<file path="config.mk">
export PLATFORM = sky130hd
export DESIGN_NAME = mult_seq
export DESIGN_NICKNAME = d
export VERILOG_FILES = /design/src/rtl/mult_pkg.sv /design/src/rtl/mult_seq_core.sv /design/src/rtl/mult_seq.sv
export SDC_FILE = /design/constraint.sdc
export NUM_CORES = 1
export LEC_CHECK = 0
export BUFFER_PORTS_ARGS = -buffer_cell sky130_fd_sc_hd__buf_2
export CORE_ASPECT_RATIO = 0.7
export CORE_MARGIN = 5
export CORE_UTILIZATION = 30
export CTS_CLUSTER_SIZE = 25
export DETAILED_ROUTE_END_ITERATION = 10
export GPL_ROUTABILITY_DRIVEN = 0
export PLACE_DENSITY_LB_ADDON = 0.08
export SETUP_SLACK_MARGIN = 0.2
export SYNTH_ARGS = -nofsm -noshare
export SYNTH_HDL_FRONTEND = slang
export SYNTH_SLANG_ARGS = --single-unit
</file>
<file path="constraint.sdc">
create_clock -name clk -period 9.5 [get_ports clk]
set_input_delay 2.375 -clock clk [delete_from_list [all_inputs] [get_ports clk]]
set_output_delay 2.375 -clock clk [all_outputs]
set_load 0.01 [all_outputs]
</file>
<file path="src/rtl/mult_pkg.sv">
// Shared types and helpers for the sequential parity-protected multiplier.
package mult_pkg;

   // Controller states of the multiplier.
   typedef enum logic [1:0] {
      IDLE = 2'd0,
      BUSY = 2'd1,
      DONE = 2'd2
   } state_t;

   // Widest vector parity_even accepts; narrower vectors are zero-extended,
   // which leaves their parity unchanged. Covers WIDTH up to 64.
   localparam int PAR_MAX_W = 128;

   // Even-parity bit of a vector: the bit that makes the total count of ones even.
   function automatic logic parity_even(input logic [PAR_MAX_W-1:0] v);
      return ^v;
   endfunction

endpackage

</file>
<file path="src/rtl/mult_seq_core.sv">
// Unsigned WIDTH x WIDTH shift-add engine: one multiplier bit per cycle.
// A start pulse loads the operands and the step counter; done is high
// whenever the counter is at zero, and product is then final.
module mult_seq_core #(
   parameter int WIDTH = 16
) (
   input  logic               clk,
   input  logic               rst,
   input  logic               start,
   input  logic               short_run,
   input  logic [WIDTH-1:0]   op_a,
   input  logic [WIDTH-1:0]   op_b,
   output logic               done,
   output logic [2*WIDTH-1:0] product
);

   localparam int CNT_W = $clog2(WIDTH + 1);

   logic [2*WIDTH-1:0] acc_q, acc_d;
   logic [2*WIDTH-1:0] mcand_q, mcand_d;
   logic [WIDTH-1:0]   mplier_q, mplier_d;
   logic [CNT_W-1:0]   cnt_q, cnt_d;

   // Next-state of the datapath: load on start, otherwise one shift-add step per cycle while counting.
   always_comb begin
      // NOTE: every variable gets a default first so no path leaves it unassigned (no latch).
      acc_d    = acc_q;
      mcand_d  = mcand_q;
      mplier_d = mplier_q;
      cnt_d    = cnt_q;
      if (start) begin
         acc_d    = '0;
         mcand_d  = {{WIDTH{1'b0}}, op_a};
         mplier_d = op_b;
         // A short run lets the controller spend a single cycle here on operands it will discard.
         cnt_d    = short_run ? CNT_W'(1) : CNT_W'(WIDTH);
      end else if (cnt_q != '0) begin
         if (mplier_q[0]) begin
            acc_d = acc_q + mcand_q;
         end
         mcand_d  = mcand_q << 1;
         mplier_d = mplier_q >> 1;
         cnt_d    = cnt_q - CNT_W'(1);
      end
   end

   // Step counter: the only core state that must be cleared by reset, so an aborted run stops at once.
   always_ff @(posedge clk) begin
      // NOTE: sequential state uses non-blocking (<=) so every flop samples pre-edge values.
      if (rst) begin
         cnt_q <= '0;
      end else begin
         cnt_q <= cnt_d;
      end
   end

   // Datapath registers.
   always_ff @(posedge clk) begin
      // NOTE: no reset here on purpose; start always reloads these before product is consumed.
      acc_q    <= acc_d;
      mcand_q  <= mcand_d;
      mplier_q <= mplier_d;
   end

   assign done    = (cnt_q == '0);
   assign product = acc_q;

endmodule

</file>
<file path="src/rtl/mult_seq.sv">
// Iterative parity-protected multiplier with a req/ack/result_rdy handshake.
// Holds the controller, the operand parity checks, the sign handling around
// the unsigned core, and the registered result fields.
module mult_seq
   import mult_pkg::*;
#(
   parameter int WIDTH = 16
) (
   input  logic               clk,
   input  logic               rst,
   input  logic               req,
   input  logic [WIDTH-1:0]   arg_a,
   input  logic               arg_a_parity,
   input  logic [WIDTH-1:0]   arg_b,
   input  logic               arg_b_parity,
   input  logic               signed_mode,
   output logic               ack,
   output logic [2*WIDTH-1:0] result,
   output logic               result_parity,
   output logic               result_rdy,
   output logic               arg_parity_error
);

   state_t             state_q, state_d;
   logic               ack_q, ack_d;
   logic               rdy_q, rdy_d;
   logic [2*WIDTH-1:0] result_q, result_d;
   logic               res_par_q, res_par_d;
   logic               perr_q, perr_d;
   logic               neg_q, neg_d;
   logic               err_q, err_d;

   logic               capture;
   logic               a_par_ok, b_par_ok;
   logic [WIDTH-1:0]   mag_a, mag_b;
   logic               core_done;
   logic [2*WIDTH-1:0] core_product;
   logic [2*WIDTH-1:0] signed_prod;

   assign capture  = (state_q == IDLE) && req;
   assign a_par_ok = (parity_even(PAR_MAX_W'(arg_a)) == arg_a_parity);
   assign b_par_ok = (parity_even(PAR_MAX_W'(arg_b)) == arg_b_parity);

   // Magnitudes stay WIDTH bits unsigned so the most negative operand maps to 2^(WIDTH-1) exactly.
   assign mag_a = (signed_mode && arg_a[WIDTH-1]) ? -arg_a : arg_a;
   assign mag_b = (signed_mode && arg_b[WIDTH-1]) ? -arg_b : arg_b;

   // The magnitude product is negated back when the operand signs differed.
   assign signed_prod = neg_q ? -core_product : core_product;

   mult_seq_core #(
      .WIDTH (WIDTH)
   ) u_core (
      .clk       (clk),
      .rst       (rst),
      .start     (capture),
      .short_run (!(a_par_ok && b_par_ok)),
      .op_a      (mag_a),
      .op_b      (mag_b),
      .done      (core_done),
      .product   (core_product)
   );

   // Controller next-state: capture in IDLE, finish when the core's counter expires, pulse ready in DONE.
   always_comb begin
      state_d   = state_q;
      ack_d     = 1'b0;
      rdy_d     = 1'b0;
      result_d  = result_q;
      res_par_d = res_par_q;
      perr_d    = perr_q;
      neg_d     = neg_q;
      err_d     = err_q;
      case (state_q)
         IDLE: begin
            if (req) begin
               ack_d   = 1'b1;
               neg_d   = signed_mode && (arg_a[WIDTH-1] ^ arg_b[WIDTH-1]);
               err_d   = !(a_par_ok && b_par_ok);
               state_d = BUSY;
            end
         end
         BUSY: begin
            if (core_done) begin
               rdy_d   = 1'b1;
               state_d = DONE;
               if (err_q) begin
                  result_d  = '0;
                  res_par_d = 1'b0;
                  perr_d    = 1'b1;
               end else begin
                  result_d  = signed_prod;
                  res_par_d = parity_even(PAR_MAX_W'(signed_prod));
                  perr_d    = 1'b0;
               end
            end
         end
         DONE: begin
            state_d = IDLE;
         end
         default: begin
            state_d = IDLE;
         end
      endcase
   end

   // Controller state and registered outputs; reset aborts any run and clears every output.
   always_ff @(posedge clk) begin
      if (rst) begin
         state_q   <= IDLE;
         ack_q     <= 1'b0;
         rdy_q     <= 1'b0;
         result_q  <= '0;
         res_par_q <= 1'b0;
         perr_q    <= 1'b0;
         neg_q     <= 1'b0;
         err_q     <= 1'b0;
      end else begin
         state_q   <= state_d;
         ack_q     <= ack_d;
         rdy_q     <= rdy_d;
         result_q  <= result_d;
         res_par_q <= res_par_d;
         perr_q    <= perr_d;
         neg_q     <= neg_d;
         err_q     <= err_d;
      end
   end

   assign ack              = ack_q;
   assign result_rdy       = rdy_q;
   assign result           = result_q;
   assign result_parity    = res_par_q;
   assign arg_parity_error = perr_q;

endmodule
</file>
# After elaboration in Yosys (flattened, before gate mapping)
# Index checks and enable logic that the tools add are counted.
# op_classes
eq_ne	5
reduce_logical	19
n_bitwise	3
n_addsub	5
mux	18
# op_table
cell	n
128-bit XOR reduction	3
16-bit 2-to-1 mux	6
32-bit 2-to-1 mux	2
32-bit adder	1
16-bit negation	2
32-bit negation	1
5-bit 2-to-1 mux	3
2-bit AND reduction	4
1-bit logical AND	5
5-bit zero test	1
5-bit nonzero test	1
5-bit by 1-bit subtractor with 5-bit output, second input constant	1
1-bit 2-to-1 mux	4
2-bit 2-to-1 mux	2
2-bit != test, second input constant	2
2-bit one-hot mux with 2 select lines	1
2-bit OR reduction	2
1-bit equality test	2
2-bit by 1-bit equality test with 1-bit output, second input constant	1
2-bit zero test	1
1-bit NOT	2
2-bit nonzero test	1
1-bit zero test	1
1-bit bitwise XOR	1
# totals
wordCells	63
regBits	125
in_bits	38
out_inout_bits	36

# Logic depth before layout (Yosys ltp)
# Gate-level depths: netlist of run 1.
# logic_depth
depth_word	5
mapped_depth	12
depth_no_buf	12

# Modules after synthesis
# From an unflattened synthesis of run 1, not the netlist that was laid out.
# hier_totals
cells_unflattened	988
hier_area_um2	8638.3
# by_module_without_submodules
module	cells_each	n_inst	seq_area_each_um2	area_per_inst_um2
mult_seq_core	561	1	2021.9	5079.9
mult_seq	427	1	800.8	3558.4

# Worst setup path before layout of run 1
# No wires, ideal clock.
# synth_path
path_kind	input to register
from	input port req
to	register u_core.mcand_q[0], enable pin
setup_slack_ps	5013
required_ps	9111
n_path_buf	3
setup_time_ps	389
cell_stages	5
arrival_time_ps	4097
path_cell_list	or3b_2 -> clkbuf_1 -> clkbuf_1 -> clkbuf_1 -> nand2_1
# synth_via
elab_chain_cells	2
# synth_lines
item	line	text
start: declaration	mult_seq.sv:11	input logic req,
1-bit logical AND	mult_seq.sv:40	assign capture = (state_q == IDLE) && req;
2-bit nonzero test (no source line)	-	
end signal: assignment	mult_seq_core.sv:61	mcand_q <= mcand_d;
end: declaration	mult_seq_core.sv:20	logic [2*WIDTH-1:0] mcand_q, mcand_d;
# No other way between the ends.
# A chain may end at the register's enable or synchronous reset.

# Worst setup path after layout of run 1
# layout_path
from	input port arg_a[0]
to	register u_core.mcand_q[13], data pin
# layout_via
elab_chain_cells	3
# layout_lines
item	line	text
start: declaration	mult_seq.sv:12	input logic [WIDTH-1:0] arg_a,
16-bit negation	mult_seq.sv:45	assign mag_a = (signed_mode && arg_a[WIDTH-1]) ? -arg_a : arg_a;
16-bit 2-to-1 mux	mult_seq.sv:45	
16-bit 2-to-1 mux	mult_seq_core.sv:31	if (start) begin
named net u_core.mcand_d[13]	mult_seq_core.sv:20	
# The timed path passes the listed nets, and every way through them passes these cells.

==> Implementation_results.wiki, run 1 <==
{| class="wikitable"
! Metric !! Value
|-
| Worst min path class || flip-flop to flip-flop
|-
| Number of cells on the worst reg-to-reg path || 10
|-
| Half-perimeter wire length after placement || about 16 mm
|-
| Clock Root Buffer || sky130_fd_sc_hd__clkbuf_16
|-
| Floorplan die area || roughly 30,000 um2
|-
| Run status || finished clean
|-
| Non-Filler Cell Area, Final || 9460 um2
|-
| Detailed-routing iteration count for the pre-antenna-repair pass || 5
|-
| Share of async-settable or async-resettable flops after synthesis || 0%
|-
| Max Cap Violations || 0
|-
| Vias after detailed routing || 6,702
|-
| Endpoint type of the worst setup path || flip-flop
|-
| PD cells || around 310 nW/um2
|-
| Fraction of final layout cells with drive strength greater than 1 || between 10% and 20%
|-
| Via/cell ratio || 4.80
|-
| Number of instances resized during post-cts repair || 0
|-
| Setup repair after global routing missed its margin || no
|-
| Detail Route Antenna Nets || 0
|-
| Number of global-route vias before repair || between 6,000 and 7,000
|-
| Portion of synthesized cell area occupied by the leading cell type || around 23%
|-
| Depth of the critical timing path with buffers and inverters included || 10
|-
| Setup-violating endpoint count in the final report || 0
|-
| Critical path class || input port to flip-flop
|-
| Critical path's top delay family || simple AND/OR/NAND/NOR gates
|-
| Hold-critical path depth || 2
|-
| Met1 layer usage reported by global route || between 20% and 30%
|-
| Peak supply drop || 0.179 mV
|-
| Cell chain of the critical path || buf_2, inv_1, nand3_1, nor3_1, nand4_1, or3_1, or3_1, nand3_1, xnor2_1, o21ai_0
|-
| Number of CTS-inserted buffers || 17
|-
| Most common library cells after synthesis || sky130_fd_sc_hd__nand2_1, sky130_fd_sc_hd__dfxtp_1, sky130_fd_sc_hd__xnor2_1, sky130_fd_sc_hd__a21oi_1, sky130_fd_sc_hd__nor2_1
|-
| Clk pin slew, worst setup/hold paths || around 0.05 ns
|-
| Count of yosys warnings during synthesis || 0
|-
| Setup slack of the worst register-to-register path || ~5.8 ns
|-
| Most used flip-flop cell after synthesis || sky130_fd_sc_hd__dfxtp_1
|-
| Horizontal die dimension || roughly 210 um
|-
| Starting Density || roughly 30%
|-
| Biggest area contributors in the synthesized netlist || sky130_fd_sc_hd__dfxtp_1, sky130_fd_sc_hd__edfxtp_1, sky130_fd_sc_hd__xnor2_1
|-
| Largest fanout on the critical path || 4
|-
| Peak clock frequency supported by timing || roughly 250 MHz
|-
| H-tree depth || 4
|-
| EDFF count, synth || 32
|-
| Kind of launch point of the worst setup path || input port
|-
| Worst-case clock skew || between 0.006 and 0.007 ns
|-
| Headroom to the max-slew limit || between 30% and 40%
|-
| Mean area per synthesized cell || ~8.4 um2
|-
| Global routing usage summed across all routing layers || between 10 and 15%
|-
| Clock Sinks || between 100 and 150
|-
| Area leader, netlist || sky130_fd_sc_hd__dfxtp_1
|-
| Cell count after synthesis || just under 1,000
|-
| Library cell with the highest instance count after synthesis || sky130_fd_sc_hd__nand2_1
|-
| Antenna violations before repair || 5
|-
| Clock latency of the later-clocked register in the worst-skew pair || approximately 0.42 ns
|-
| Library cell contributing the largest single delay on the critical path || sky130_fd_sc_hd__or3_1
|-
| Final Max Slew Viols || 0
|-
| Leakage power total || 3.97 nW
|-
| Cell row count || 50
|-
| Distinct cell type count after synthesis || 65
|-
| Detailed-route wire length per cell || about 16 um
|-
| DP Area || roughly 8800 um2
|-
| Number of hold violations in the final report || 0
|-
| Register area share after synthesis || 34.8%
|-
| Post-layout nets || roughly 1,100
|-
| Post-cts hold buffer count || 0
|-
| First-pass GRT wire length || about 35 mm
|-
| Maximum cell stage delay along the critical path || between 0.3 and 0.4 ns
|-
| Syn Nets || approximately 1,100
|-
| Longest Clk Path Bufs || 2
|-
| CTS tree || done
|-
| Period minus WS final || 4.03 ns
|-
| Required @ worst endpoint || 9.64 ns
|-
| Worst Max-Slew Pin Slew || 0.970 ns
|-
| Post-CTS Repair Setup Buffers || 0
|-
| Maximum number of pins on one net before global-route repair || 73
|-
| Final wirelength || roughly 22 mm
|-
| Count of input and output buffers || 73
|-
| Netlist area before placement || 8110 um2
|-
| Crit path buf inv count || 2
|-
| Critical Path AT || about 4.2 ns
|-
| Starting DRT DRC Count || ~330
|-
| Met2 usage in global routing || between 10% and 20%
|-
| Final routed DRC violation total || 0
|-
| Met3 Resource Use GR || 4.30%
|-
| GRT overflow || 0
|-
| Area of the core region || about 27,000 um2
|-
| Chip Height || between 100 and 150 um
|-
| Total power draw || approximately 2.9 mW
|-
| Global-route layer with the greatest usage || met1
|-
| Period Utilization, post-route || between 40% and 50%
|-
| Synthesized flop and latch total || ~130
|-
| Synthesis-to-layout area growth || 16.7%
|-
| Top Ports || 74
|-
| Setup TNS || 0 ns
|}
path summary, 6_finish.rpt:
path                                         from                  to
worst max-delay path                     arg_a[0]  u_core.mcand_q[13]
worst min-delay path                result_parity       result_parity
worst min register to register      result_parity       result_parity
worst max register to register  u_core.product[2]       result_parity
metal layers:
metal	vias to the layer above	wire length, um
li1	3512	-
met1	3023	12000
met2	140	8270
met3	23	1220
met4	4	275
met5	-	27
worst min-delay path, cell delays in order (launching register included):
cell	delay, ns
sky130_fd_sc_hd__dfxtp_1	0.30
sky130_fd_sc_hd__nand2_1	0.05
sky130_fd_sc_hd__a21oi_1	0.05
power by group:
part	internal [mW]	switching (mW)	total (mW)
Sequential	0.724	0.135	0.860
Combinational	0.565	0.740	1.30
Clock	0.506	0.249	0.755
registers in the layout, summed over array words and instances (netlist names):
signal / flops
ack: 1
arg_parity_error: 1
err_q: 1
neg_q: 1
result: 32
result_parity: 1
result_rdy: 1
state_q: 2
u_core.cnt_q: 5
u_core.mcand_q: 32
u_core.mplier_q: 16
u_core.product: 32
placed cells by master (no fill, tap or decap), types with 24 or more instances in the layout:
cell type                  Yosys  layout
sky130_fd_sc_hd__buf_2         1      73
sky130_fd_sc_hd__xnor2_1      89      89
sky130_fd_sc_hd__edfxtp_1     32      32
sky130_fd_sc_hd__dfxtp_1      93      93
sky130_fd_sc_hd__nand3_1      24      24
sky130_fd_sc_hd__nand2_1     133     133
sky130_fd_sc_hd__ha_1         47      47
sky130_fd_sc_hd__nor2_1       83      82
sky130_fd_sc_hd__a21oi_1      84      84
sky130_fd_sc_hd__a22oi_1      27      27
sky130_fd_sc_hd__o21ai_0      60      60
sky130_fd_sc_hd__inv_1        40      40
through the flow:
step	hold slack (ns)	cells	setup WS, ns	util (%)
after floorplan	0.449	966	5.01	-
after global placement	0.440	1361	5.06	32.9
after detailed placement	0.443	1361	5.01	32.9
after CTS	0.449	1393	5.47	35.5
after global routing	0.473	1394	5.25	35.5
final	0.445	1396	5.47	35.5
layout make-up:
cell class | count | area [um2]
Multi-Input combinational cell | 750 | 4900
Tap cell | 364 | 455
Clock inverter | 9 | 146
Clock buffer | 23 | 542
Fill cell | 2829 | 17200
Timing Repair Buffer | 82 | 433
Sequential cell | 125 | 2820
Antenna cell | 3 | 7.51
Inverter | 40 | 150
cells by family after synthesis:
kind of cell | after synthesis | synth area share (%)
AOI/OAI and AO/OA | 250 | 19.0
DFF | 125 | 34.8
buffers and inverters | 91 | 4.77
muxes | 11 | 1.40
and+or+nand+nor | 321 | 18.1
xor gates and xnor gates | 120 | 14.4
adders and majority gates | 48 | 7.50
Note: power is estimated with default switching activity, not from simulation.
==> run 2, diff against run 1 <==
==> constraint.sdc (replaced) <==
create_clock -name clk -period 4.2 [get_ports clk]
set_input_delay 1.05 -clock clk [delete_from_list [all_inputs] [get_ports clk]]
set_output_delay 1.05 -clock clk [all_outputs]
set_load 0.01 [all_outputs]
==> run 2 against run 1 <==
  * Hold slack improved by 0.032 ns
  * Count of clock-buffer cells in the layout up 4
  * Worst setup slack lost 4.7 ns
  * Clock skew is 0.0042 ns higher
  * Register-to-register slack got worse by 5.1 ns
  * First-iteration DRC count grew 12%
  * Power up 120%
  * Cell count is 0.29% higher
  * Largest cell class unchanged
  * Global-route usage increased by 0.88 points
  * Die area unchanged
  * Via count grew 1.2%
==> Implementation_results.wiki, run 2 (synthesis gave the netlist of run 1 again) <==
{| class="wikitable"
! Metric !! Value
|-
| Detailed-routing iteration count for the pre-antenna-repair pass || 5 (unchanged)
|-
| Area of the core region || 26,700 um2 (unchanged)
|-
| CTS tree || done
|-
| Run status || finished clean
|-
| Via/cell ratio || 4.84 (+0.89%)
|-
| Worst R2R End || result_parity
|-
| Clock group share of total power || 23.4% (-2.5 points)
|-
| Floorplan die area || 30,500 um2 (unchanged)
|-
| Max Cap Violations || 0 (unchanged)
|-
| Maximum number of pins on one net before global-route repair || 60 (-18%)
|-
| Setup slack of the worst register-to-register path || 0.75 ns (-5.08 ns)
|-
| Clk pin slew, worst setup/hold paths || 0.06 ns (about the same)
|-
| Internal power of the cells || 3.92 mW (+120%)
|-
| Vias after detailed routing || 6,781 (+1.2%)
|-
| Longest Clk Path Bufs || 2 (unchanged)
|-
| Setup crit start || u_core.product[6]
|-
| Setup repair after global routing missed its margin || no
|-
| Peak clock frequency supported by timing || a little under 300 MHz
|-
| Synthesis-to-layout area growth || 16.1%
|-
| GRT overflow || 0 (unchanged)
|-
| First-pass GRT wire length || 36.7 mm (+5.4%)
|-
| Critical path's top delay family || simple AND/OR/NAND/NOR gates
|-
| Number of hold violations in the final report || 0 (unchanged)
|-
| H-tree depth || 4 (unchanged)
|-
| Starting DRT DRC Count || 370 (+12%)
|-
| Kind of launch point of the worst setup path || flip-flop
|-
| Post-layout nets || 1,108 (+0.54%)
|-
| Required @ worst endpoint || 4.54 ns (-5.10 ns)
|-
| Commonest cells after routing, fill and taps aside || sky130_fd_sc_hd__nand2_1, sky130_fd_sc_hd__dfxtp_1, sky130_fd_sc_hd__xnor2_1
|-
| Final Max Slew Viols || 0 (unchanged)
|-
| Global routing usage summed across all routing layers || 15.3% (+0.88 points)
|-
| Largest fanout on the critical path || 8 (+4)
|-
| Post-cts hold buffer count || 0 (unchanged)
|-
| Maximum cell stage delay along the critical path || 0.45 ns (+0.08 ns)
|-
| Worst-case clock skew || 0.0111 ns (+0.00415 ns)
|-
| Starting Density || 30.4% (unchanged)
|-
| Total of fill cells in the finished design || 2,849 (+0.71%)
|-
| Critical Path AT || 3.79 ns (-0.38 ns)
|-
| Final wirelength || 22.8 mm (+4.7%)
|-
| Worst Max-Slew Pin Slew || 1.15 ns (+0.179 ns)
|-
| Horizontal die dimension || 206 um (unchanged)
|-
| Clock Root Buffer || sky130_fd_sc_hd__clkbuf_16
|-
| Post-CTS Repair Setup Buffers || 0 (unchanged)
|-
| Most common cell after layout, fill and taps aside || sky130_fd_sc_hd__nand2_1
|-
| Library cell contributing the largest single delay on the critical path || sky130_fd_sc_hd__or3_4
|-
| Top Ports || 74 (unchanged)
|-
| Fraction of final layout cells with drive strength greater than 1 || 13.1% (-0.17 points)
|-
| Detailed-route wire length per cell || 16.3 um (+4.4%)
|-
| Chip Height || 148 um (unchanged)
|-
| Critical path class || flip-flop to flip-flop
|-
| Count of input and output buffers || 73 (unchanged)
|-
| Net switching power figure || 2.54 mW (+130%)
|-
| Multi-input gate area in the final layout || 4900 um2 (about the same)
|-
| Half-perimeter wire length after placement || 17.1 mm (+5.7%)
|-
| Crit path buf inv count || 0 (-2)
|-
| Number of CTS-inserted buffers || 17 (unchanged)
|-
| Leakage power total || 3.95 nW (-0.46%)
|-
| Sw Share || 39.3% (+0.82 points)
|-
| Setup TNS || 0 ns (unchanged)
|-
| Endpoint type of the worst setup path || flip-flop
|-
| Depth of the critical timing path with buffers and inverters included || 10 (unchanged)
|-
| Worst min path class || flip-flop to flip-flop
|-
| Setup-violating endpoint count in the final report || 0 (unchanged)
|-
| Number of instances resized during post-cts repair || 0 (unchanged)
|-
| Final routed DRC violation total || 0 (unchanged)
|-
| Clock Sinks || 125 (unchanged)
|-
| Sequential Area || 2820 um2 (unchanged)
|-
| Detail Route Antenna Nets || 0 (unchanged)
|-
| Relative contribution of combinational cells to total power || 46.7% (+2.0 points)
|-
| PD cells || 686 nW/um2 (+120%)
|-
| Antenna violations before repair || 2 (-3)
|-
| Part of the total power dissipated in sequential elements || 29.9% (+0.5 points)
|-
| Core occupancy in the finished layout || 35.3% (-0.19 points)
|-
| Period Utilization, post-route || 82.2%
|-
| Period minus WS final || about 3.5 ns
|-
| Number of global-route vias before repair || 6,529 (+4.8%)
|-
| Cell chain of the critical path || nor4_2, nand4_1, or3_4, o31ai_1, xnor2_1, xnor2_1, xnor3_1, xnor3_1, or3_1, a21oi_1
|-
| Clock latency of the later-clocked register in the worst-skew pair || 0.42 ns (about the same)
|-
| Startpoint of the worst-slack reg-to-reg timing path || u_core.product[6]
|-
| Cell row count || 50 (unchanged)
|-
| Peak supply drop || 0.358 mV (+100%)
|-
| DP Area || 8810 um2 (+0.49%)
|-
| Number of cells on the worst reg-to-reg path || 10 (unchanged)
|-
| Non-Filler Cell Area, Final || 9410 um2 (-0.53%)
|-
| Capturing element of the worst setup path || result_parity
|-
| Headroom to the max-slew limit || 23.2% (-12 points)
|}
-- run 2: area by class of cell --
type	count	share of cell area (%)
inverters	40	1.60
flip-flops and latches	125	30.0
diodes	1	0.0266
clock buffers	27	5.58
clock inverters	5	0.798
multi-input cells	750	52.1
repair buffers	88	5.08
well taps	364	4.84
-- run 2: power groups by stage --
stage,logic (mW),clock network (mW),registers (mW)
after floorplan,2.36,0,1.85
final,3.02,1.51,1.93
after CTS,3.05,1.56,1.93
after detailed placement,3.04,0,1.95
after global placement,3.07,0,1.96
after global routing,3.38,1.62,1.97
-- run 2: worst reg2reg max path, stage by stage, from the launching register on --
cell,delay (ns)
sky130_fd_sc_hd__dfxtp_1,0.38
sky130_fd_sc_hd__nor4_2,0.42
sky130_fd_sc_hd__nand4_1,0.31
sky130_fd_sc_hd__or3_4,0.45
sky130_fd_sc_hd__o31ai_1,0.25
sky130_fd_sc_hd__xnor2_1,0.22
sky130_fd_sc_hd__xnor2_1,0.16
sky130_fd_sc_hd__xnor3_1,0.40
sky130_fd_sc_hd__xnor3_1,0.35
sky130_fd_sc_hd__or3_1,0.31
sky130_fd_sc_hd__a21oi_1,0.13
-- run 2: how the worst min path moves through the flow --
stage | from | to | slack [ns] | depth (start not counted)
final | u_core.mcand_q[17] | u_core.mcand_q[17] | 0.48 | 2
after global routing | u_core.mcand_q[16] | u_core.mcand_q[16] | 0.48 | 2
after CTS | u_core.mcand_q[16] | u_core.mcand_q[16] | 0.48 | 2
after detailed placement | u_core.mcand_q[16] | u_core.mcand_q[16] | 0.47 | 2
after global placement | u_core.mcand_q[27] | u_core.mcand_q[27] | 0.46 | 2
after floorplan | u_core.mcand_q[17] | u_core.mcand_q[17] | 0.45 | 2
-- run 2: per-layer routing --
| metal | routed length, um | GRT usage (%) | up-vias | share of wire [%] |
|---|---|---|---|---|
| met5 | 13 | 0 | - | 0.057 |
| met4 | 168 | 3.29 | 2 | 0.74 |
| met3 | 1260 | 3.93 | 13 | 5.5 |
| met2 | 8550 | 20.2 | 141 | 38 |
| met1 | 12800 | 24.4 | 3122 | 56 |
| li1 | - | - | 3503 | - |
-- run 2: per-stage QoR --
step                      total power, mW  worst slack, ns  hold WS, ns  std cells
after floorplan                      4.21             1.00        0.449        966
after global placement               5.03            0.787        0.464       1367
after detailed placement             4.99            0.761        0.470       1367
after CTS                            6.54            0.747        0.478       1399
after global routing                 6.97            0.504        0.482       1399
final                                6.46            0.749        0.478       1400
==> run 3, diff against run 2 <==
==> constraint.sdc (replaced) <==
create_clock -name clk -period 3 [get_ports clk]
set_input_delay 0.75 -clock clk [delete_from_list [all_inputs] [get_ports clk]]
set_output_delay 0.75 -clock clk [all_outputs]
set_load 0.01 [all_outputs]
==> run 3 against run 2 <==
  * Sequential share of layout area is 3.2 points lower
  * Power is 55% higher
  * Design area is 13% higher
  * Global-route usage is 0.14 points higher
  * Worst setup slack worse by 0.89 ns
  * Combinational power is 75% higher
  * Routed wire length is 0.62% higher
  * The run now ends with negative setup slack left
==> Implementation_results.wiki, run 3 (synthesis gave the netlist of run 1 again) <==
{| class="wikitable"
! Metric !! Value
|-
| Clock Sinks || 125 (unchanged)
|-
| Detailed-routing iteration count for the pre-antenna-repair pass || 5 (unchanged)
|-
| Worst-case clock skew || 0.00723 ns (-0.00384 ns)
|-
| Kind of launch point of the worst setup path || flip-flop
|-
| Number of CTS-inserted buffers || 17 (unchanged)
|-
| Setup repair after global routing missed its margin || yes
|-
| Endpoint type of the worst setup path || flip-flop
|-
| Violations in the final reports || negative setup slack
|-
| First-pass GRT wire length || 37.6 mm (+2.4%)
|-
| CTS tree || done
|-
| Cell row count || 50 (unchanged)
|-
| Largest fanout on the critical path || 3 (-5)
|-
| Setup-violating endpoint count in the final report || 1 (+1)
|-
| Peak supply drop || 0.528 mV (+47%)
|-
| Count of input and output buffers || 73 (unchanged)
|-
| Number of standard cells in the final layout excluding fillers || 1,502 (+7.3%)
|-
| Total length of routed met2 wires || 8.79 mm (+2.9%)
|-
| Clk pin slew, worst setup/hold paths || 0.06 ns (about the same)
|-
| Synthesis-to-layout area growth || 31.0%
|-
| Area of the core region || 26,700 um2 (unchanged)
|-
| Post-layout nets || 1,211 (+9.3%)
|-
| Setup slack of the worst register-to-register path || -0.14 ns (-0.89 ns)
|-
| Headroom to the max-slew limit || 32.9% (+9.8 points)
|-
| Global routing usage summed across all routing layers || 15.4% (+0.14 points)
|-
| PD cells || 943 nW/um2 (+37%)
|-
| Sequential Area || 2840 um2 (+0.71%)
|-
| Number of cells after detailed placement || 1,461 (+6.9%)
|-
| GRT overflow || 0 (unchanged)
|-
| Multi-input gate area in the final layout || 5240 um2 (+6.8%)
|-
| Worst hold slack || 0.473 ns (-0.00448 ns)
|-
| Worst R2R End || result_parity
|-
| Floorplan die area || 30,500 um2 (unchanged)
|-
| Hold-critical path depth || 2 (unchanged)
|-
| Maximum number of pins on one net before global-route repair || 46 (-23%)
|-
| Final Max Slew Viols || 0 (unchanged)
|-
| Period Utilization, post-route || 105% (+23 points)
|-
| Total of fill cells in the finished design || 2,757 (-3.2%)
|-
| Required @ worst endpoint || 3.35 ns (-1.19 ns)
|-
| Core occupancy in the finished layout || 39.8% (+4.5 points)
|-
| Horizontal die dimension || 206 um (unchanged)
|-
| Half-perimeter wire length after placement || 17.4 mm (+2.1%)
|-
| Chip Height || 148 um (unchanged)
|-
| Met3 routed wirelength || 848 um (-33%)
|-
| Top Metal Used || met4
|-
| Fraction of final layout cells with drive strength greater than 1 || 27.2% (+14 points)
|-
| Startpoint of the worst-slack reg-to-reg timing path || u_core.product[7]
|-
| Top Ports || 74 (unchanged)
|-
| Detailed-route wire length per cell || 15.3 um (-6.2%)
|-
| H-tree depth || 4 (unchanged)
|-
| Slack of the critical path || -0.141 ns (-0.889 ns)
|-
| Number of cells on the worst reg-to-reg path || 10 (unchanged)
|-
| Critical path class || flip-flop to flip-flop
|-
| Starting Density || 30.4% (unchanged)
|-
| Starting DRT DRC Count || 359 (-3.0%)
|-
| Run status || finished with violations
|-
| Sum of routed wire segments on met1 || 13.1 mm (+2.1%)
|-
| Clock Root Buffer || sky130_fd_sc_hd__clkbuf_16
|-
| Worst Max-Slew Pin Slew || 1.01 ns (-0.142 ns)
|-
| Final routed DRC violation total || 0 (unchanged)
|-
| Number of hold violations in the final report || 0 (unchanged)
|-
| Clock latency of the later-clocked register in the worst-skew pair || 0.43 ns (about the same)
|-
| Peak clock frequency supported by timing || 318 MHz (+9.9%)
|-
| Max Cap Violations || 0 (unchanged)
|-
| Via/cell ratio || 4.72 (-2.6%)
|-
| Most common cell after layout, fill and taps aside || sky130_fd_sc_hd__nand2_1
|-
| Leakage power total || 4.57 nW (+16%)
|-
| Number of global-route vias before repair || 6,879 (+5.4%)
|-
| Worst hold path endpoint || u_core.mcand_q[17]
|-
| Longest Clk Path Bufs || 2 (unchanged)
|-
| Worst min path class || flip-flop to flip-flop
|-
| Worst Min Path Start || u_core.mcand_q[17]
|-
| Final wirelength || 22.9 mm (+0.62%)
|-
| N_diodes || 0 (-1)
|-
| Detail Route Antenna Nets || 0 (unchanged)
|-
| Vias after detailed routing || 7,085 (+4.5%)
|-
| Critical Path AT || 3.49 ns (-0.30 ns)
|-
| Antenna violations before repair || 1 (-1)
|-
| Period minus WS final || 3.14 ns (-0.311 ns)
|-
| Commonest cells after routing, fill and taps aside || sky130_fd_sc_hd__nand2_1, sky130_fd_sc_hd__buf_4, sky130_fd_sc_hd__xnor2_1
|}
## run 3: cell count changes in the layout (fill, tap and decap cells not counted), sizes merged
cell      change
buf         +103
bufinv        -2
clkbuf        -1
clkinv        +1
clkinvlp      +1
diode         -1
inv           +1
## run 3: report_power, final
part | total [mW] | leakage, nW | switching [mW] | internal [mW]
clock network | 2.11 | 0.308 | 0.783 | 1.32
logic | 5.28 | 3.18 | 2.74 | 2.55
registers | 2.62 | 1.09 | 0.321 | 2.30
total | 10.0 | 4.57 | 3.84 | 6.17
## run 3: how the worst max path moves through the flow
stage / start / to / slack [ns] / cells after the start
floorplan: u_core.product[7] / result_parity / -0.07 / 10
global placement: u_core.product[7] / result_parity / -0.20 / 10
detailed placement: u_core.product[20] / result_parity / -0.23 / 10
CTS: u_core.product[2] / result_parity / -0.16 / 10
global route: u_core.product[10] / result_parity / -0.34 / 12
finish: u_core.product[7] / result_parity / -0.14 / 10
## run 3: repair_timing
item,CTS,global route
resized for setup,35,46
hold buffers,0,0
pin swaps,23,22
setup buffers,5,4
endpoints found under the setup margin,12,16
## run 3: routing by layer
layer	up-vias	global-route usage, %
li1	3724	-
met1	3232	24.3
met2	109	20.9
met3	20	3.38
met4	0	3.79
met5	-	0
## run 3: cell type report
cell class              instances  area share (%)
well taps                     364            4.29
flip-flops and latches        125            26.8
inverters                      40            1.41
multi-input cells             750            49.3
clock inverters                 6           0.389
clock buffers                  26            5.43
repair buffers                191            12.4
## run 3: critical path, cell delays in order (launching register included)
cell and delay [ns]:
sky130_fd_sc_hd__dfxtp_4 0.35, sky130_fd_sc_hd__or4_4 0.54, sky130_fd_sc_hd__or3_4 0.40, sky130_fd_sc_hd__o31ai_4 0.21, sky130_fd_sc_hd__xnor2_2 0.16, sky130_fd_sc_hd__xnor2_1 0.15
sky130_fd_sc_hd__xor3_1 0.24, sky130_fd_sc_hd__xnor3_1 0.20, sky130_fd_sc_hd__xnor3_1 0.37, sky130_fd_sc_hd__or3_1 0.32, sky130_fd_sc_hd__a21oi_2 0.12
## run 3: stage by stage
step	total power [mW]	setup TNS (ns)	instance area [um2]	setup WS, ns
floorplan	5.90	-0.0675	8140	-0.0675
global placement	7.65	-0.318	9580	-0.202
detailed placement	7.64	-0.312	9580	-0.226
CTS	9.94	-0.162	10400	-0.162
global route	10.8	-0.373	10600	-0.335
finish	10.0	-0.141	10600	-0.141
